[config.mk]
export PLATFORM = sky130hd
export DESIGN_NAME = flat_stream_reader
export DESIGN_NICKNAME = d
export VERILOG_FILES = /design/src/rtl/flat_stream_reader_pkg.sv /design/src/rtl/flat_stream_reader_fifo.sv /design/src/rtl/flat_stream_reader.sv
export SDC_FILE = /design/constraint.sdc
export NUM_CORES = 1
export LEC_CHECK = 0
export BUFFER_PORTS_ARGS = -buffer_cell sky130_fd_sc_hd__buf_2
export CORE_UTILIZATION = 45
export DETAILED_ROUTE_END_ITERATION = 6
export GPL_TIMING_DRIVEN = 0
export PLACE_DENSITY_LB_ADDON = 0.3
export SETUP_SLACK_MARGIN = 0.15
export SLEW_MARGIN = 20
export SYNTH_ARGS = -nofsm -noshare
export SYNTH_HDL_FRONTEND = slang
export SYNTH_SLANG_ARGS = --single-unit
export TNS_END_PERCENT = 30
[constraint.sdc]
create_clock -name clk -period 5.96 [get_ports clk]
set_input_delay 1.788 -clock clk [delete_from_list [all_inputs] [get_ports clk]]
set_output_delay 1.788 -clock clk [all_outputs]
set_load 0.05 [all_outputs]
[src/rtl/flat_stream_reader_pkg.sv]
// Shared types and constants for the flattened-result stream reader.
package flat_stream_reader_pkg;

  localparam int ADDR_W_DEF = 12;
  localparam int DATA_W_DEF = 20;

  typedef enum logic [1:0] {
    ST_IDLE  = 2'd0,
    ST_READ  = 2'd1,
    ST_DRAIN = 2'd2,
    ST_DONE  = 2'd3
  } state_t;

  // Result-memory bank select codes.
  localparam logic [2:0] CSEL_L0_K0 = 3'b001;
  localparam logic [2:0] CSEL_L0_K1 = 3'b010;
  localparam logic [2:0] CSEL_L1_K0 = 3'b011;
  localparam logic [2:0] CSEL_L1_K1 = 3'b100;
  localparam logic [2:0] CSEL_FLAT  = 3'b101;

endpackage

[src/rtl/flat_stream_reader_fifo.sv]
// Two-entry FIFO carrying a data word plus a last tag. Push and pop in the
// same cycle both take effect and leave the count unchanged.
module stream_fifo2 #(
  parameter int DATA_W = 20
) (
  input  logic              clk,
  input  logic              reset,
  input  logic              i_flush,
  input  logic              i_push,
  input  logic [DATA_W-1:0] i_push_data,
  input  logic              i_push_last,
  input  logic              i_pop,
  output logic [DATA_W-1:0] o_data,
  output logic              o_last,
  output logic [1:0]        o_count,
  output logic              o_empty
);

  logic [DATA_W-1:0] r_data [2];
  logic [1:0]        r_last;
  logic              r_wr_ptr;
  logic              r_rd_ptr;
  logic [1:0]        r_count;
  logic              w_push;
  logic              w_pop;

  assign w_pop   = i_pop & (r_count != 2'd0);
  assign w_push  = i_push & ((r_count != 2'd2) | w_pop);
  assign o_data  = r_data[r_rd_ptr];
  assign o_last  = r_last[r_rd_ptr];
  assign o_count = r_count;
  assign o_empty = (r_count == 2'd0);

  // Storage, pointers and occupancy; flush empties without touching payload.
  always_ff @(posedge clk or posedge reset) begin
    if (reset) begin
      r_data[0] <= '0;
      r_data[1] <= '0;
      r_last    <= 2'b00;
      r_wr_ptr  <= 1'b0;
      r_rd_ptr  <= 1'b0;
      r_count   <= 2'd0;
    end else if (i_flush) begin
      r_wr_ptr  <= 1'b0;
      r_rd_ptr  <= 1'b0;
      r_count   <= 2'd0;
    end else begin
      if (w_push) begin
        r_data[r_wr_ptr] <= i_push_data;
        r_last[r_wr_ptr] <= i_push_last;
        r_wr_ptr         <= ~r_wr_ptr;
      end
      if (w_pop) begin
        r_rd_ptr <= ~r_rd_ptr;
      end
      case ({w_push, w_pop})
        2'b10:   r_count <= r_count + 2'd1;
        2'b01:   r_count <= r_count - 2'd1;
        default: r_count <= r_count;
      endcase
    end
  end

endmodule

[src/rtl/flat_stream_reader.sv]
// Streams the flattened result bank out of the convolution engine's result
// memory once the engine goes idle (busy falling edge). Reads are throttled
// so the 2-entry output FIFO can never overflow; busy rising mid-run aborts.
module flat_stream_reader
  import flat_stream_reader_pkg::*;
#(
  parameter int         ADDR_W   = ADDR_W_DEF,
  parameter int         DATA_W   = DATA_W_DEF,
  parameter int         DEPTH    = 2048,
  parameter logic [2:0] BANK_SEL = CSEL_FLAT
) (
  input  logic              clk,
  input  logic              reset,
  input  logic              busy,
  output logic              crd,
  output logic [ADDR_W-1:0] caddr_rd,
  output logic [2:0]        csel,
  input  logic [DATA_W-1:0] cdata_rd,
  output logic              out_valid,
  output logic [DATA_W-1:0] out_data,
  output logic              out_last,
  input  logic              out_ready,
  output logic              done,
  output logic              active
);

  localparam logic [ADDR_W:0] LP_LAST = (ADDR_W+1)'(DEPTH - 1);

  state_t            r_state;
  state_t            w_state_next;
  logic              r_busy_d;
  logic [ADDR_W-1:0] r_rd_ptr;
  logic [ADDR_W:0]   r_issued;
  logic [ADDR_W-1:0] r_caddr;
  logic [2:0]        r_csel;
  logic              r_inflight;
  logic              r_inflight_last;

  logic              w_start;
  logic              w_abort;
  logic              w_pop;
  logic              w_issue;
  logic              w_issue_last;
  logic [2:0]        w_occ;
  logic [1:0]        w_fifo_count;
  logic              w_fifo_empty;
  logic              w_fifo_last;
  logic [DATA_W-1:0] w_fifo_data;

  assign w_start = r_busy_d & ~busy;
  assign w_abort = busy & ~r_busy_d &
                   ((r_state == ST_READ) | (r_state == ST_DRAIN));
  assign w_pop   = out_valid & out_ready;

  // Occupancy the FIFO will have once this cycle's push/pop settle. A pop in
  // the current cycle frees a slot, which is what sustains one word per cycle
  // with the two-cycle read latency.
  assign w_occ = {1'b0, w_fifo_count} + {2'b00, r_inflight} - {2'b00, w_pop};

  assign w_issue      = (r_state == ST_READ) & ~w_abort & (w_occ < 3'd2);
  assign w_issue_last = w_issue & (r_issued == LP_LAST);

  assign out_valid = ~w_fifo_empty;
  assign out_data  = w_fifo_data;
  assign out_last  = w_fifo_last & ~w_fifo_empty;

  // State register and busy edge detector.
  always_ff @(posedge clk or posedge reset) begin
    if (reset) begin
      r_state  <= ST_IDLE;
      r_busy_d <= 1'b0;
    end else begin
      r_state  <= w_state_next;
      r_busy_d <= busy;
    end
  end

  // Next-state logic and read-port / status outputs.
  always_comb begin
    w_state_next = r_state;
    crd          = 1'b0;
    caddr_rd     = r_caddr;
    csel         = r_csel;
    done         = 1'b0;
    active       = 1'b1;
    case (r_state)
      ST_IDLE: begin
        active = 1'b0;
        csel   = 3'b000;
        if (w_start) begin
          w_state_next = ST_READ;
        end
      end
      ST_READ: begin
        if (w_issue) begin
          crd      = 1'b1;
          caddr_rd = r_rd_ptr;
          csel     = BANK_SEL;
        end
        if (w_abort) begin
          w_state_next = ST_IDLE;
        end else if (w_issue_last) begin
          w_state_next = ST_DRAIN;
        end
      end
      ST_DRAIN: begin
        if (w_abort) begin
          w_state_next = ST_IDLE;
        end else if (w_occ == 3'd0) begin
          w_state_next = ST_DONE;
        end
      end
      ST_DONE: begin
        done         = 1'b1;
        w_state_next = ST_IDLE;
      end
      default: begin
        w_state_next = ST_IDLE;
      end
    endcase
  end

  // Read pointer, issued counter, held address/select and in-flight tracking.
  always_ff @(posedge clk or posedge reset) begin
    if (reset) begin
      r_rd_ptr        <= '0;
      r_issued        <= '0;
      r_caddr         <= '0;
      r_csel          <= 3'b000;
      r_inflight      <= 1'b0;
      r_inflight_last <= 1'b0;
    end else begin
      if ((r_state == ST_IDLE) && w_start) begin
        r_rd_ptr <= '0;
        r_issued <= '0;
      end else if (w_issue) begin
        r_rd_ptr <= r_rd_ptr + {{(ADDR_W-1){1'b0}}, 1'b1};
        r_issued <= r_issued + {{ADDR_W{1'b0}}, 1'b1};
        r_caddr  <= r_rd_ptr;
        r_csel   <= BANK_SEL;
      end
      r_inflight      <= w_issue;
      r_inflight_last <= w_issue_last;
    end
  end

  stream_fifo2 #(
    .DATA_W(DATA_W)
  ) u_fifo (
    .clk        (clk),
    .reset      (reset),
    .i_flush    (w_abort),
    .i_push     (r_inflight),
    .i_push_data(cdata_rd),
    .i_push_last(r_inflight_last),
    .i_pop      (w_pop),
    .o_data     (w_fifo_data),
    .o_last     (w_fifo_last),
    .o_count    (w_fifo_count),
    .o_empty    (w_fifo_empty)
  );

endmodule

==> results of run 1 <==
## worst max-delay path, delay by kind of cell
kind | cells | cell delay, ns
and+or+nand+nor | 3 | 0.38
adders and majority gates | 3 | 0.90
muxes | 1 | 0.32
buffers and inverters | 6 | 0.61
## power groups by stage
stage	combinational (mW)	sequential [mW]	clock, mW
2_1_floorplan	1.22	0.906	0
3_3_place_gp	1.46	0.928	0
3_5_place_dp	1.48	0.943	0
4_1_cts	1.61	0.936	0.430
5_1_grt	1.77	0.963	0.456
6_report	1.65	0.935	0.419
## Yosys cell counts (all sizes together), types with 2 or more instances
master	instances	area, um^2
dfrtp	91	2280
mux2	86	968
a21oi	18	90.1
nor2	16	60.1
inv	13	48.8
nand2	12	45.0
clkbuf	9	33.8
ha	9	113
or4	9	71.3
o21ai	8	40.0
or3	8	50.1
xnor2	8	70.1
nand4	7	43.8
o31ai	7	52.6
buf	6	33.8
nand2b	5	31.3
nand3	5	25.0
and2	4	25.0
mux2i	4	40.0
and3	3	18.8
nand3b	3	22.5
nor3	3	20.0
or2	3	18.8
xor2	3	26.3
a21o	2	15.0
and4	2	17.5
nor2b	2	12.5
nor4	2	12.5
o2111ai	2	17.5
o211a	2	20.0
o21a	2	15.0
o221ai	2	17.5
## layer usage
layer | global-route usage, % | vias to the layer above | wire, um
met5 | 0 | - | 0
met3 | 3.59 | 14 | 344
met1 | 25.0 | 1545 | 4220
met2 | 31.6 | 63 | 4440
li1 | - | 1504 | -
met4 | 7.47 | 0 | 127
## layout make-up
type / instances / area (um^2) / share of cell area (%)
Sequential cell: 91 / 2280 / 41.4
Multi-Input combinational cell: 247 / 2180 / 39.6
Timing Repair Buffer: 74 / 544 / 9.90
Tap cell: 129 / 161 / 2.94
Clock buffer: 10 / 138 / 2.50
Buffer: 15 / 82.6 / 1.50
Clock inverter: 5 / 63.8 / 1.16
Inverter: 13 / 51.3 / 0.934
## registers in the layout, indices dropped and copies added, names as in the netlist
signal,count
u_fifo.r_rd_ptr,1
u_fifo.r_last,2
r_busy_d,1
r_issued,13
u_fifo.o_count,2
r_state,2
r_inflight_last,1
r_caddr,12
r_rd_ptr,12
u_fifo.r_data,40
u_fifo.r_wr_ptr,1
r_csel,3
r_inflight,1
## cell families after synthesis
group / after synthesis / share of synthesized area (%)
AO/OA/AOI/OAI: 50 / 7.36
adder cells (fa/ha/maj): 10 / 2.98
AND/OR/NAND/NOR: 86 / 11.1
flip-flops: 91 / 51.1
XOR/XNOR: 11 / 2.16
multiplexers: 90 / 22.6
buffers and inverters: 28 / 2.61
## repair_timing
action	4_1_cts	5_1_grt
buffers inserted	6	3
resized for setup	52	13
gates cloned	1	0
setup endpoints to repair	15	14
pin swaps	3	2
## through the flow
stage	instances	power (mW)	instance area, um^2
final	584	3.00	5500
after CTS	581	2.98	5430
after global placement	558	2.39	4960
after floorplan	366	2.13	4480
after global routing	584	3.18	5500
after detailed placement	559	2.43	4980
## how the worst min path moves through the flow
stage / start / endpoint / slack (ns) / cells after the start
floorplan: r_csel[0]$_DFFE_PP0N_ / r_csel[0]$_DFFE_PP0N_ / 0.44 / 1
global placement: r_csel[0]$_DFFE_PP0N_ / r_csel[0]$_DFFE_PP0N_ / 0.46 / 1
detailed placement: r_csel[0]$_DFFE_PP0N_ / r_csel[0]$_DFFE_PP0N_ / 0.46 / 1
CTS: r_csel[0]$_DFFE_PP0N_ / r_csel[0]$_DFFE_PP0N_ / 0.49 / 1
global route: u_fifo.r_data[27]$_DFFE_PP0P_ / u_fifo.r_data[27]$_DFFE_PP0P_ / 0.52 / 1
finish: r_csel[2]$_DFFE_PP0N_ / r_csel[2]$_DFFE_PP0N_ / 0.49 / 1
## placed cells by master, fill, tap and decap left out, types with 3 or more instances in the layout
| master | instances |
|---|---|
| sky130_fd_sc_hd__xnor2_1 | 8 |
| sky130_fd_sc_hd__or3_1 | 8 |
| sky130_fd_sc_hd__or2_2 | 3 |
| sky130_fd_sc_hd__o21ai_0 | 8 |
| sky130_fd_sc_hd__nand3b_1 | 3 |
| sky130_fd_sc_hd__nor2_1 | 15 |
| sky130_fd_sc_hd__o31ai_1 | 7 |
| sky130_fd_sc_hd__and3_1 | 3 |
| sky130_fd_sc_hd__mux2_4 | 12 |
| sky130_fd_sc_hd__nand2b_1 | 5 |
| sky130_fd_sc_hd__buf_6 | 6 |
| sky130_fd_sc_hd__clkbuf_1 | 7 |
| sky130_fd_sc_hd__dfrtp_1 | 91 |
| sky130_fd_sc_hd__a21oi_1 | 18 |
| sky130_fd_sc_hd__buf_4 | 8 |
| sky130_fd_sc_hd__nand2_1 | 11 |
| sky130_fd_sc_hd__buf_8 | 12 |
| sky130_fd_sc_hd__clkinv_4 | 3 |
| sky130_fd_sc_hd__nand4_1 | 7 |
| sky130_fd_sc_hd__buf_2 | 53 |
| sky130_fd_sc_hd__mux2_2 | 74 |
| sky130_fd_sc_hd__mux2i_1 | 4 |
| sky130_fd_sc_hd__nand3_1 | 5 |
| sky130_fd_sc_hd__or4_1 | 8 |
| sky130_fd_sc_hd__inv_1 | 10 |
| sky130_fd_sc_hd__clkbuf_8 | 10 |
| sky130_fd_sc_hd__ha_1 | 7 |
==> results summary, run 1 <==
Combinational logic burns between 50% and 60% of the power. The final number of hold-violating endpoints came out at 0. The reported max-cap violation count came out at 0. Derived from the worst setup path, the maximum achievable clock frequency is between 0.15 and 0.2 GHz. The clock insertion delay at the later pin of the skew report is 0.36 ns.

The slowest cell on the critical path is sky130_fd_sc_hd__fa_2. The critical path is of the input pin to output pin type. Setup violations remaining at the end of the flow were counted as 0. At the worst endpoint, the arrival time is 4.00 ns.

The worst voltage drop across the vdd grid is 0.272 mV. The number of clock sinks came out at 91. STA classifies the critical path startpoint as an input pin.

The startpoint identified for the worst register-to-register timing path is u_fifo.o_count[1]$_DFFE_PP0P_. For the worst setup path, the data required time is between 4 and 5 ns. The placed wire-length estimate is around 6300 um. The synthesized area per cell is 12.2 um^2. The clock group share of total power came out at between 10% and 20%. The sum of overflow across all layers after global routing is 0. After detailed routing, the number of remaining DRC violations is 0. The horizontal die dimension came out at between 100 and 150 um. The remaining antenna violation count came out at 0. The cell count after synthesis came out at 366. The initial antenna violation count came out at 0. The number of DRC markers after the initial detailed-route iteration is 128.

On the worst path, the slowest cell contributes a delay of 0.57 ns. Of all nets on the critical path, the largest fanout is 5. The routed length per instance is 15.6 um.

The worst path uses 97.1% of the clock period. Compared with the post-synthesis result, the final layout area differs by 23.4%. The net load switching power is between 1 and 1.5 mW.

In this run the worst setup path begins at out_ready. Global routing used 19.1% of the available tracks. The starting density of the core is about 47%. The number of library cell types mapped by synthesis came out at 47. During placement, the flow inserted port buffers numbering 63. Among all flip-flop cells after synthesis, the most frequent one is sky130_fd_sc_hd__dfrtp_1. After floorplanning, the core was sized to cover between 9000 and 10000 um^2. The number of buffers between clock root and the deepest sink is 2. STA classifies the critical path endpoint as an output pin. The worst hold-check slack is about 0.49 ns. The first-pass iteration count of the detailed router came out at 4.

The post-CTS clock slew at the launch and capture registers of the worst setup and hold paths is 0.08 ns. The final setup skew came out at 0.00800 ns. The final-layout setup total negative slack is 0 ns. The number of top-level design ports is 64.

The die covers roughly 10000 um^2. The antenna diode count is 0. The routed design has a little over 9000 um of wire. Setup repair after global routing could not meet its margin everywhere. The floorplan step set the die height to about 100 um.

The total of fill cells in the finished design is just under 800. The flow ran to the end, and the final reports show no timing, DRC or antenna violations. Traced cell by cell, the critical path runs through buf_6 -> and2_4 -> ha_4 -> inv_2 -> ha_4 -> inv_2 -> fa_2 -> nand2_4 -> nor3_4 -> buf_6 -> buf_8 -> mux2_4 -> buf_8.

The worst path setup slack after routing came out at 0.171 ns. The number of storage elements in the synthesis netlist came out at 91. The endpoint identified for the worst register-to-register timing path is r_caddr[4]$_DFFE_PP0N_. The switching part of the total power came out at ~44%. The fraction of final layout cells with drive strength greater than 1 is between 40 and 50%. The number of hold buffers added after CTS was 0. Measured in cells, the most critical reg-to-reg path has a length of 15. The clock period minus worst slack is 5.79 ns. In the final design database the tool counted just under 500 nets. The internal portion of the total power is roughly 1.7 mW. The number of buffers created by CTS came out at 9.

The capture point of the critical path is caddr_rd[9]. The number of nets handed over by synthesis was 400. The first global-routing pass estimated roughly 15000 um of wire.

The max-slew violation total from the final report came to 0. The worst setup slack before clock tree synthesis is -0.372 ns. The H-tree generated during clock tree synthesis spans 3 levels. In this run the tightest slew margin relative to its limit is 53.5%. After synthesis, the share of flip-flops with an asynchronous set or reset is between 90% and 100%. The post-synthesis cell area came out at between 4000 and 5000 um^2. The actual slew at the worst max-slew pin is around 0.70 ns. The clock root buffer is sky130_fd_sc_hd__clkbuf_8. The routed via count is about 3100. TritonCTS built the clock tree. Entering global routing, the biggest net connects 57 pins.

The reported leakage power is about 2.5 nW. The worst hold path belongs to the class register to register. The power density over the cells came out at roughly 550 nW/um^2. Yosys printed 0 warnings. The detailed-route vias per instance came out at between 5 and 6. For flop-to-flop paths, the worst setup slack is 2.17 ns. The number of enable-type register cells in the synthesized netlist is 0.

The number of global-route vias before repair came out at about 3200. The final standard cell utilization of the core came out at around three fifths. The last weighted congestion value of the routability-driven placer is just over 0.8. The sequential share of power is a little under a third. Row generation in the floorplan step produced 35 rows. Of the synthesized area, sequential elements account for between 50 and 60%.
(Power assumes the default switching activity.)
==> run 2, diff against run 1 <==
--- a/config.mk
+++ b/config.mk
@@ -9,7 +9,7 @@
 export CORE_UTILIZATION = 45
 export DETAILED_ROUTE_END_ITERATION = 6
 export GPL_TIMING_DRIVEN = 0
-export PLACE_DENSITY_LB_ADDON = 0.3
+export PLACE_DENSITY = 0.78
 export SETUP_SLACK_MARGIN = 0.15
 export SLEW_MARGIN = 20
 export SYNTH_ARGS = -nofsm -noshare
==> run 2 against run 1 <==
Utilization fell by 0.15 points. Design area is 0.25% lower. Die area stayed put. Final cell count grew 0.17%. Global-route usage increased by 0.45 points. Clock-buffer cell count up 1. Sequential share of layout area rose by 0.10 points. Critical path type unchanged. Combinational power about the same. Largest cell class unchanged. Worst setup slack worse by 0.052 ns. Highest routed layer unchanged. First-iteration DRC count increased by 64%.
==> results summary, run 2 (synthesized netlist as in run 1, its figures left out) <==
The total of fill cells in the finished design is roughly 800. The actual slew at the worst max-slew pin came out at 0.699 ns. Once the floorplan was initialized, standard cells occupied a little under half of the core.

The clock period minus worst slack is slightly below 6 ns. The horizontal die dimension is 101 um. The residual DRC count is 0. The post-CTS clock slew at the launch and capture registers of the worst setup and hold paths is roughly 0.10 ns. Leaving out fill and tap cells, the most frequent cells in the layout are sky130_fd_sc_hd__dfrtp_1 (91), sky130_fd_sc_hd__mux2_2 (77), sky130_fd_sc_hd__buf_2 (51).

The tool flagged a number of max-cap violations equal to 0. Across the VDD grid, the largest voltage drop is approximately 0.29 mV. The largest net degree at the start of global routing came out at 56. The final critical path takes up between 90% and 100% of the cycle. The first-pass GRT wire length came out at 15700 um. The sum of overflow across all layers after global routing came out at 0.

The initial antenna violation count was 0. The startpoint type of the worst setup path is an input pin. The register bank with the most flops is u_fifo.r_data. The floorplan step defined a die boundary enclosing a little over 10000 um^2.

The final number of hold-violating endpoints came to 0. The detailed-route wire length is 9440 um. The die height is just over 100 um. The most common cell after layout, fill and taps aside is sky130_fd_sc_hd__dfrtp_1. Of all nets on the critical path, the largest fanout is 3. The routed length per instance is roughly 16 um. STA classifies the critical path endpoint as an output pin. The min-delay analysis places its worst path in the category register to register. The number of flip-flops in the largest register came out at 40. The overall global routing resource usage came out at ~20%. The flow ran to the end, and the final reports show no timing, DRC or antenna violations. The clock net in this run drives a total of 91 sinks. The number of global-route vias before repair came out at around 3300. The final setup skew is just over 0.01 ns. The antenna diode count is 0. Port buffering added 63 buffers. The final standard cell utilization of the core came out at about three fifths. The max-slew violation total from the final report came out at 0.

The number of buffers added to fix hold violations after cts is 0. The cell area reported after detailed placement is 4980 um^2. The core area is roughly 9400 um^2. The clock insertion delay at the later pin of the skew report is about 0.36 ns. Detailed placement ended at an HPWL of 6300 um.

The floorplan has 35 rows. Setup violations remaining at the end of the flow were counted as 0. TritonCTS built the clock tree.

The critical path start-end classification is input pin to output pin. The data arrival at the endpoint of the critical path is between 4 and 5 ns. The worst endpoint required time came out at approximately 4.2 ns.

The tightest slew margin relative to the limit came out at approximately 53%. The number of H-tree branching levels came out at 3. The first-pass iteration count of the detailed router is 4. The largest registers in the layout are u_fifo.r_data (40), r_issued (13). With fillers left out, the area of the finished cells amounts to roughly 5500 um^2. Across all layers, the routed design uses roughly 3200 vias. The reported leakage power is roughly 2.5 nW.

The number of top-level design ports came out at 64. At the end of the flow, the number of nets in the layout was ~490. The detailed router finished its first iteration with 210 violations. The detailed-route vias per instance came out at 5.51.

Of the cells placed in the final design, the portion with a size suffix greater than 1 is between 40% and 50%. Counting along the longest clock path gives a buffer depth of 2. Based on the critical path, the design can be clocked at up to between 0.15 and 0.2 GHz. Setup repair after global routing could not meet its margin everywhere. The number of buffers created by CTS is 9. The last weighted congestion value of the routability-driven placer is a little under 0.9. The area growth from synthesis to layout is 23.1%. The power density over the cells is approximately 550 nW/um^2.

The remaining antenna violation count came out at 0. CTS placed an instance of sky130_fd_sc_hd__clkbuf_8 at the clock tree root.
## run 2: changes by cell type in the layout (fill, tap and decap cells not counted), sizes merged
| cell | before | now |
|---|---|---|
| clkbuf | 17 | 19 |
| inv | 13 | 15 |
| buf | 82 | 81 |
| bufinv | 1 | 0 |
| clkinv | 3 | 2 |
## run 2: repair_timing
item                       in CTS  in global routing
cloned                          1                  0
setup endpoints to repair      15                 15
pin swaps                       3                  3
setup buffers                   6                  3
resized for setup              55                  7
## run 2: path summary, 6_finish.rpt
| check | depth (start not counted) | from | end | slack, ns |
|---|---|---|---|---|
| min reg2reg | 1 | r_csel[0]$_DFFE_PP0N_ | r_csel[0]$_DFFE_PP0N_ | 0.48 |
| max in group asynchronous | 3 | reset | u_fifo.r_data[10]$_DFFE_PP0P_ | 3.79 |
| min | 1 | r_csel[0]$_DFFE_PP0N_ | r_csel[0]$_DFFE_PP0N_ | 0.48 |
| min in group asynchronous | 2 | reset | r_csel[2]$_DFFE_PP0N_ | 1.53 |
| max | 13 | out_ready | caddr_rd[0] | 0.12 |
| max reg2reg | 13 | u_fifo.o_count[1]$_DFFE_PP0P_ | r_issued[9]$_DFFE_PP0P_ | 2.22 |
## run 2: area by class of cell
| class | count | area [um^2] | area share (%) |
|---|---|---|---|
| buffer | 15 | 88.8 | 1.62 |
| clock inverter | 5 | 45.0 | 0.822 |
| sequential | 91 | 2280 | 41.5 |
| tap | 129 | 161 | 2.94 |
| clock buffer | 11 | 151 | 2.76 |
| inverter | 13 | 53.8 | 0.982 |
| multi-input combinational | 247 | 2170 | 39.5 |
| timing repair buffer | 74 | 538 | 9.82 |
## run 2: per-stage QoR
stage | cells | power [mW] | hold WS (ns) | setup slack (ns) | setup TNS [ns]
2_1_floorplan | 366 | 2.13 | 0.440 | 0.101 | 0
3_3_place_gp | 558 | 2.38 | 0.452 | -0.367 | -4.14
3_5_place_dp | 559 | 2.43 | 0.456 | -0.417 | -4.89
4_1_cts | 582 | 2.98 | 0.480 | 0.129 | 0
5_1_grt | 585 | 3.18 | 0.518 | 0.0738 | 0
6_report | 585 | 3.00 | 0.479 | 0.119 | 0
## run 2: worst max-delay path: stages
cell and delay (ns):
sky130_fd_sc_hd__buf_6 0.09, sky130_fd_sc_hd__and2_4 0.14, sky130_fd_sc_hd__ha_4 0.22, sky130_fd_sc_hd__inv_4 0.05
sky130_fd_sc_hd__ha_4 0.12, sky130_fd_sc_hd__inv_2 0.03, sky130_fd_sc_hd__fa_2 0.57, sky130_fd_sc_hd__nand2_4 0.08
sky130_fd_sc_hd__nor3_4 0.19, sky130_fd_sc_hd__buf_6 0.15, sky130_fd_sc_hd__buf_6 0.11, sky130_fd_sc_hd__mux2_2 0.34
sky130_fd_sc_hd__buf_6 0.16
## run 2: where the power goes
part           switching (mW)  internal, mW  leakage, nW
registers               0.125         0.812         1.17
clock network           0.231         0.180       0.0981
logic                    1.01         0.650         1.21
## run 2: layer usage
layer / GRT usage (%) / routed length, um
met4: 6.13 / 119
met2: 32.3 / 4580
met1: 25.5 / 4280
met5: 0 / 0
met3: 4.83 / 464
